===== config.mk =====
export PLATFORM = sky130hd
export DESIGN_NAME = write_back_arb
export DESIGN_NICKNAME = d
export VERILOG_FILES = /design/src/rtl/wb_pkg.sv /design/src/rtl/wb_ll_fifo.sv /design/src/rtl/write_back_arb.sv
export SDC_FILE = /design/constraint.sdc
export NUM_CORES = 1
export LEC_CHECK = 0
export ABC_CLOCK_PERIOD_IN_PS = 5240
export CAP_MARGIN = 20
export CORE_ASPECT_RATIO = 1.4
export CORE_MARGIN = 2
export CORE_UTILIZATION = 42
export CTS_CLUSTER_DIAMETER = 120
export CTS_CLUSTER_SIZE = 8
export DETAILED_ROUTE_END_ITERATION = 16
export GPL_ROUTABILITY_DRIVEN = 0
export PLACE_DENSITY = 0.82
export RECOVER_POWER = 25
export SLEW_MARGIN = 40
export SYNTH_ARGS = -nofsm -noshare
export SYNTH_HDL_FRONTEND = slang
export SYNTH_SLANG_ARGS = --single-unit

===== constraint.sdc =====
create_clock -name clk -period 5.24 [get_ports clk]
set_input_delay 1.572 -clock clk [delete_from_list [all_inputs] [get_ports clk]]
set_output_delay 1.572 -clock clk [all_outputs]
set_load 0.03 [all_outputs]

===== src/rtl/wb_pkg.sv =====
// Shared encodings, entry widths and load alignment for the writeback arbiter.
package wb_pkg;

    localparam logic [1:0] LS_BYTE = 2'b00;
    localparam logic [1:0] LS_HALF = 2'b01;
    localparam logic [1:0] LS_WORD = 2'b10;

    // Alignment works on a fixed wide word; callers extend/truncate to XLEN.
    localparam int WB_ALIGN_W = 64;

    // S entry: mem_load, load_size, load_unsigned, addr_lo, load_word, alu_result, rf_we, rf_dest, pc
    function automatic int wb_s_entry_w(input int xlen, input int rf_aw);
        return 1 + 2 + 1 + 2 + xlen + xlen + 1 + rf_aw + xlen;
    endfunction

    // Q entry: rf_dest, result, pc
    function automatic int wb_q_entry_w(input int xlen, input int rf_aw);
        return rf_aw + xlen + xlen;
    endfunction

    function automatic logic [WB_ALIGN_W-1:0] wb_load_align(
        input logic [WB_ALIGN_W-1:0] word,
        input logic [1:0]            size,
        input logic                  uns,
        input logic [1:0]            addr_lo
    );
        logic [31:0]           w32;
        logic [7:0]            b;
        logic [15:0]           h;
        logic [WB_ALIGN_W-1:0] r;
        w32 = word[31:0];
        b   = 8'(w32 >> {addr_lo, 3'b000});
        h   = addr_lo[1] ? w32[31:16] : w32[15:0];
        case (size)
            LS_BYTE: r = uns ? {{(WB_ALIGN_W-8){1'b0}}, b}  : {{(WB_ALIGN_W-8){b[7]}}, b};
            LS_HALF: r = uns ? {{(WB_ALIGN_W-16){1'b0}}, h} : {{(WB_ALIGN_W-16){h[15]}}, h};
            default: r = word;
        endcase
        return r;
    endfunction

endpackage


===== src/rtl/wb_ll_fifo.sv =====
// Small power-of-two FIFO holding long-latency results until they retire.
module wb_ll_fifo #(
    parameter int W     = 8,
    parameter int DEPTH = 2
) (
    input  logic                   clk_i,
    input  logic                   rst_i,
    input  logic                   push_i,
    input  logic [W-1:0]           din_i,
    input  logic                   pop_i,
    output logic [W-1:0]           head_o,
    output logic [$clog2(DEPTH):0] count_o,
    output logic                   full_o
);
    localparam int PW = $clog2(DEPTH);

    logic [W-1:0]  mem_q [DEPTH];
    logic [PW-1:0] wr_ptr_q, wr_ptr_d;
    logic [PW-1:0] rd_ptr_q, rd_ptr_d;
    logic [PW:0]   count_q, count_d;

    // Pointers wrap naturally because DEPTH is a power of two.
    always_comb begin
        wr_ptr_d = push_i ? wr_ptr_q + 1'b1 : wr_ptr_q;
        rd_ptr_d = pop_i  ? rd_ptr_q + 1'b1 : rd_ptr_q;
        count_d  = count_q + (PW+1)'(push_i) - (PW+1)'(pop_i);
    end

    always_ff @(posedge clk_i) begin
        if (rst_i) begin
            wr_ptr_q <= '0;
            rd_ptr_q <= '0;
            count_q  <= '0;
        end else begin
            wr_ptr_q <= wr_ptr_d;
            rd_ptr_q <= rd_ptr_d;
            count_q  <= count_d;
        end
    end

    always_ff @(posedge clk_i) begin
        if (push_i) mem_q[wr_ptr_q] <= din_i;
    end

    assign head_o  = mem_q[rd_ptr_q];
    assign count_o = count_q;
    assign full_o  = (count_q == (PW+1)'(DEPTH));

endmodule


===== src/rtl/write_back_arb.sv =====
// Writeback stage: retires pipeline and long-latency results onto one RF write port.
module write_back_arb
    import wb_pkg::*;
#(
    parameter int XLEN       = 32,
    parameter int RF_AW      = 5,
    parameter int LL_DEPTH   = 2,
    parameter int LOAD_ALIGN = 1
) (
    input  logic                      clk,
    input  logic                      reset,
    input  logic                      flush_writeback,
    input  logic                      m_valid_i,
    output logic                      m_ready_o,
    input  logic                      m_mem_load_i,
    input  logic [XLEN-1:0]           m_load_word_i,
    input  logic [1:0]                m_load_size_i,
    input  logic                      m_load_unsigned_i,
    input  logic [1:0]                m_addr_lo_i,
    input  logic [XLEN-1:0]           m_alu_result_i,
    input  logic                      m_rf_we_i,
    input  logic [RF_AW-1:0]          m_rf_dest_i,
    input  logic [XLEN-1:0]           m_pc_i,
    input  logic                      ll_valid_i,
    output logic                      ll_ready_o,
    input  logic [RF_AW-1:0]          ll_rf_dest_i,
    input  logic [XLEN-1:0]           ll_result_i,
    input  logic [XLEN-1:0]           ll_pc_i,
    output logic                      rf_we_o,
    output logic [RF_AW-1:0]          rf_dest_o,
    output logic [XLEN-1:0]           rf_wdata_o,
    output logic                      fwd_valid_o,
    output logic [RF_AW-1:0]          fwd_dest_o,
    output logic [XLEN-1:0]           fwd_data_o,
    output logic [$clog2(LL_DEPTH):0] ll_count_o,
    output logic                      debug_wb_have_inst,
    output logic [XLEN-1:0]           debug_wb_pc,
    output logic                      debug_wb_ena,
    output logic [4:0]                debug_wb_reg,
    output logic [XLEN-1:0]           debug_wb_value
);
    localparam int S_W = wb_s_entry_w(XLEN, RF_AW);
    localparam int Q_W = wb_q_entry_w(XLEN, RF_AW);

    logic           s_valid_q, s_valid_d;
    logic [S_W-1:0] s_q, s_d;

    logic             s_mem_load, s_uns, s_we;
    logic [1:0]       s_size, s_lo;
    logic [XLEN-1:0]  s_word, s_alu, s_pc;
    logic [RF_AW-1:0] s_dest;

    assign {s_mem_load, s_size, s_uns, s_lo, s_word, s_alu, s_we, s_dest, s_pc} = s_q;

    logic [Q_W-1:0]   q_head;
    logic [RF_AW-1:0] q_dest;
    logic [XLEN-1:0]  q_result, q_pc;
    logic             q_full, q_push, q_empty;

    assign {q_dest, q_result, q_pc} = q_head;

    logic grant_pipe, grant_q, accept;

    // A full queue wins outright so long-latency units cannot be starved.
    assign q_empty    = (ll_count_o == '0);
    assign grant_q    = q_full || (!s_valid_q && !q_empty);
    assign grant_pipe = !q_full && s_valid_q;

    assign m_ready_o  = !s_valid_q || grant_pipe;
    assign ll_ready_o = !q_full;
    assign q_push     = ll_valid_i && ll_ready_o;
    assign accept     = m_valid_i && m_ready_o && !flush_writeback;

    always_comb begin
        s_d       = s_q;
        s_valid_d = s_valid_q;
        if (flush_writeback) begin
            s_valid_d = 1'b0;
        end else if (accept) begin
            s_valid_d = 1'b1;
            s_d = {m_mem_load_i, m_load_size_i, m_load_unsigned_i, m_addr_lo_i,
                   m_load_word_i, m_alu_result_i, m_rf_we_i, m_rf_dest_i, m_pc_i};
        end else if (grant_pipe) begin
            s_valid_d = 1'b0;
        end
    end

    always_ff @(posedge clk) begin
        if (reset) s_valid_q <= 1'b0;
        else       s_valid_q <= s_valid_d;
    end

    always_ff @(posedge clk) begin
        s_q <= s_d;
    end

    wb_ll_fifo #(.W(Q_W), .DEPTH(LL_DEPTH)) u_ll_fifo (
        .clk_i   (clk),
        .rst_i   (reset),
        .push_i  (q_push),
        .din_i   ({ll_rf_dest_i, ll_result_i, ll_pc_i}),
        .pop_i   (grant_q),
        .head_o  (q_head),
        .count_o (ll_count_o),
        .full_o  (q_full)
    );

    logic [WB_ALIGN_W-1:0] align_full;
    logic [XLEN-1:0]       load_val;

    assign align_full = wb_load_align(WB_ALIGN_W'(s_word), s_size, s_uns, s_lo);
    assign load_val   = (LOAD_ALIGN != 0) ? align_full[XLEN-1:0] : s_word;

    logic             wb_we;
    logic [RF_AW-1:0] wb_dest;
    logic [XLEN-1:0]  wb_data, wb_pc;

    always_comb begin
        wb_we   = 1'b0;
        wb_dest = '0;
        wb_data = '0;
        wb_pc   = '0;
        if (grant_q) begin
            wb_we   = 1'b1;
            wb_dest = q_dest;
            wb_data = q_result;
            wb_pc   = q_pc;
        end else if (grant_pipe) begin
            wb_we   = s_we;
            wb_dest = s_dest;
            wb_data = s_mem_load ? load_val : s_alu;
            wb_pc   = s_pc;
        end
    end

    // x0 is never written, but the retirement is still traced.
    assign rf_we_o            = wb_we && (wb_dest != '0);
    assign rf_dest_o          = wb_dest;
    assign rf_wdata_o         = wb_data;
    assign fwd_valid_o        = rf_we_o;
    assign fwd_dest_o         = rf_dest_o;
    assign fwd_data_o         = rf_wdata_o;
    assign debug_wb_have_inst = grant_q || grant_pipe;
    assign debug_wb_pc        = wb_pc;
    assign debug_wb_ena       = rf_we_o;
    assign debug_wb_reg       = 5'(wb_dest);
    assign debug_wb_value     = wb_data;

endmodule


==> summary.md <==
| Metric | Value |
|---|---|
| Ys async rst share | 0% |
| Synthesized area | 10,600 um^2 |
| Maximum vdd drop | 0.000251 V |
| Min Tclk post-route | 4.82 ns |
| Final net count | 1,157 |
| Post-Route Skew | 0.0188 ns |
| Number of flops mapped to enable cells by yosys | 246 |
| CP arrival | approximately 3.3 ns |
| Leak pwr | between 5 and 6 nW |
| Clk slew on worst S/H paths | about 0.05 ns |
| Antenna violations before repair | 10 |
| Clk_lat worst skew | about 0.5 ns |
| DRT Pass-1 Iters | 4 |
| Number of global-route vias before repair | 7,013 |
| CTS resizes | 0 |
| Full die area | around 27,000 um^2 |
| FILL cells | 1,869 |
| Largest net degree at the start of global routing | 49 |
| Leading area contributor after synthesis | edfxtp_1 |
| Layout overhead on the synthesized area | 39.8% |
| Initial core utilization | 42.8% |
| Final Slew Violations | 0 |
| Die Span Y | 192 um |
| Post-CTS Setup Inserts | 0 |
| Post-route cell area | about 15,000 um^2 |
| CTS tree | yes |
| Hold_buf cts | 0 |
| CP endpoint kind | output port |
| Critical Path RT | roughly 3.7 ns |
| Sequential area share after synthesis | a little over two thirds |
| Synth top cells by count | 246 x edfxtp_1, 78 x buf_4, 62 x mux2i_1, 48 x nand2_1, 40 x o21ai_0 |
| Final-report setup violation count | 0 |
| Main flop type after synthesis | edfxtp_1 |
| Port Buffers | 332 |
| Clock tree buffer depth | 3 |
| DRC | 0 |
| Max cap viols | 0 |
| Crit-path max FO | 13 |
| Routed via count | slightly below 7,000 |
| Setup TNS | 0 ns |
| PnR Total Power | approximately 5.3 mW |
| Worst-Margin Slew | around 0.81 ns |
| Final hold violation count | 0 |
| DRT iter0 DRCs | 303 |
| Gr usage total | 19.7% |
| Die width | 138 um |
| Share of cells above drive strength 1 | 9.41% |
| Post-DP HPWL | 19,600 um |
| Clk sink count | 252 |
| Cell with the most instances after synthesis | edfxtp_1 |
| Dpl cells | 1,249 |
| Fin crit share | 92.0% |
| # rows | 68 |
| Via density per instance | 5.16 |
| Yosys reg bits | between 200 and 300 |
| FF/Latch Area | 7510 um^2 |
| First-pass GRT wire length | a little under 40,000 um |
| Unrepaired setup endpoints after global routing | false |
| Cts bufs inserted | 37 |
| Synth cell types | 43 |
| Syn Inst Count | 699 |
| Status | complete, no violations |
| IO Count | roughly 330 |
| Routed Antenna Nets | 0 |
| Placed cell areas | roughly 14,000 um^2 |
| Synth Net Count | between 800 and 900 |
| Crit path launch type | register |
| H-tree levels | 2 |
| Routed WL | 27,300 um |
| Syn. warnings | 0 |
| Hold Path Class | reg2reg |
| Synth top area share | 69.6% |
| Layout Cells excl Fill | 1,310 |
| Synthesized area per cell | 15.2 um^2 |
| Worst slew margin | a little under half |
| Multi-input gate area | 2350 um^2 |
| Max Freq | 207 MHz |
| Ranking of synthesized cells by area | edfxtp_1 70%, mux2i_1 5.9%, buf_4 5.5% |
| Root Buffer | clkbuf_16 |
| Area of the core | between 20,000 and 25,000 um^2 |
| Wire per inst | 20.8 um |
| Remaining global-route overflow | 0 |
| Pwr per Cell Area | 359 nW/um^2 |
| CP Class | reg2out |
layout by cell type, fill, tap and decap left out, types with 2 or more instances in the layout:
cell and n:
clkbuf_16 37, nor2b_1 32, buf_4 9, nand2_1 48
inv_1 7, nor2_1 13, inv_6 2, dfxtp_1 5
clkdlybuf4s50_1 200, buf_12 6, a21oi_1 21, and2_2 2
nand2b_1 10, dlygate4sd3_1 132, o21ai_0 40, edfxtp_1 246
xor2_1 2, o221ai_1 7, nor3_1 2, diode_2 7
a221o_1 7, mux2_2 24, o31ai_1 17, a2bb2oi_1 3
a22oi_1 17, mux2i_1 62, and3_1 2, clkbuf_1 13
path summary, 6_finish.rpt:
check / startpoint / to / slack, ns / depth (start not counted)
max reg2reg: u_ll_fifo.count_o[0]$_SDFF_PP0_ / u_ll_fifo.mem_q[0][34]$_DFFE_PP_ / 2.97 / 5
max: s_q[105]$_DFFE_PP_ / rf_wdata_o[2] / 0.42 / 6
min reg2reg: u_ll_fifo.rd_ptr_q$_SDFFE_PP0N_ / u_ll_fifo.rd_ptr_q$_SDFFE_PP0N_ / 0.51 / 2
min: u_ll_fifo.rd_ptr_q$_SDFFE_PP0N_ / u_ll_fifo.rd_ptr_q$_SDFFE_PP0N_ / 0.51 / 2
kinds of logic after synthesis:
logic type,share of synthesized area [%]
multiplexers,8.61
buffers and inverters,7.33
AO/OA/AOI/OAI,7.29
XOR/XNOR,0.248
adder cells (fa/ha/maj),0.118
AND/OR/NAND/NOR,5.63
flip-flops,70.8
registers in the layout, indices dropped and copies added (netlist names), named ones only:
signal,cells
s_q,108
s_valid_q,1
u_ll_fifo.count_o,2
u_ll_fifo.mem_q,138
u_ll_fifo.rd_ptr_q,1
u_ll_fifo.wr_ptr_q,1
area by class of cell:
class	count	area share, %
inverter	8	0.202
antenna	7	0.118
sequential	252	50.6
tap	315	2.66
clock buffer	50	6.57
multi-input combinational	328	15.8
clock inverter	3	0.321
timing repair buffer	347	23.7
power breakdown:
group	internal, mW	switching [mW]	total, mW
Clock	1.33	0.774	2.10
Sequential	2.34	0.0453	2.39
Combinational	0.370	0.459	0.830
Total	4.04	1.28	5.32
metrics by stage:
step	util [%]	setup slack, ns	hold WS, ns
2_1_floorplan	-	0.201	0.481
3_3_place_gp	55.5	0.924	0.497
3_5_place_dp	55.6	0.950	0.498
4_1_cts	59.8	0.379	0.514
5_1_grt	59.9	0.124	0.550
6_report	59.9	0.419	0.510
routing by layer:
layer	vias to the layer above	part of all wire, %	track usage (%)
met2	295	54	36.3
li1	3111	-	-
met4	6	3.8	9.18
met1	3288	35	20.8
met5	-	0.14	0
met3	66	7.2	5.68
critical path: stages (launching register included):
cell	delay (ns)
edfxtp_1	0.36
buf_4	0.19
nand2b_1	0.35
a21oi_1	0.55
o21ai_0	0.17
o221ai_1	0.37
clkdlybuf4s50_1	0.76
Power figures use the tool's default switching activity.
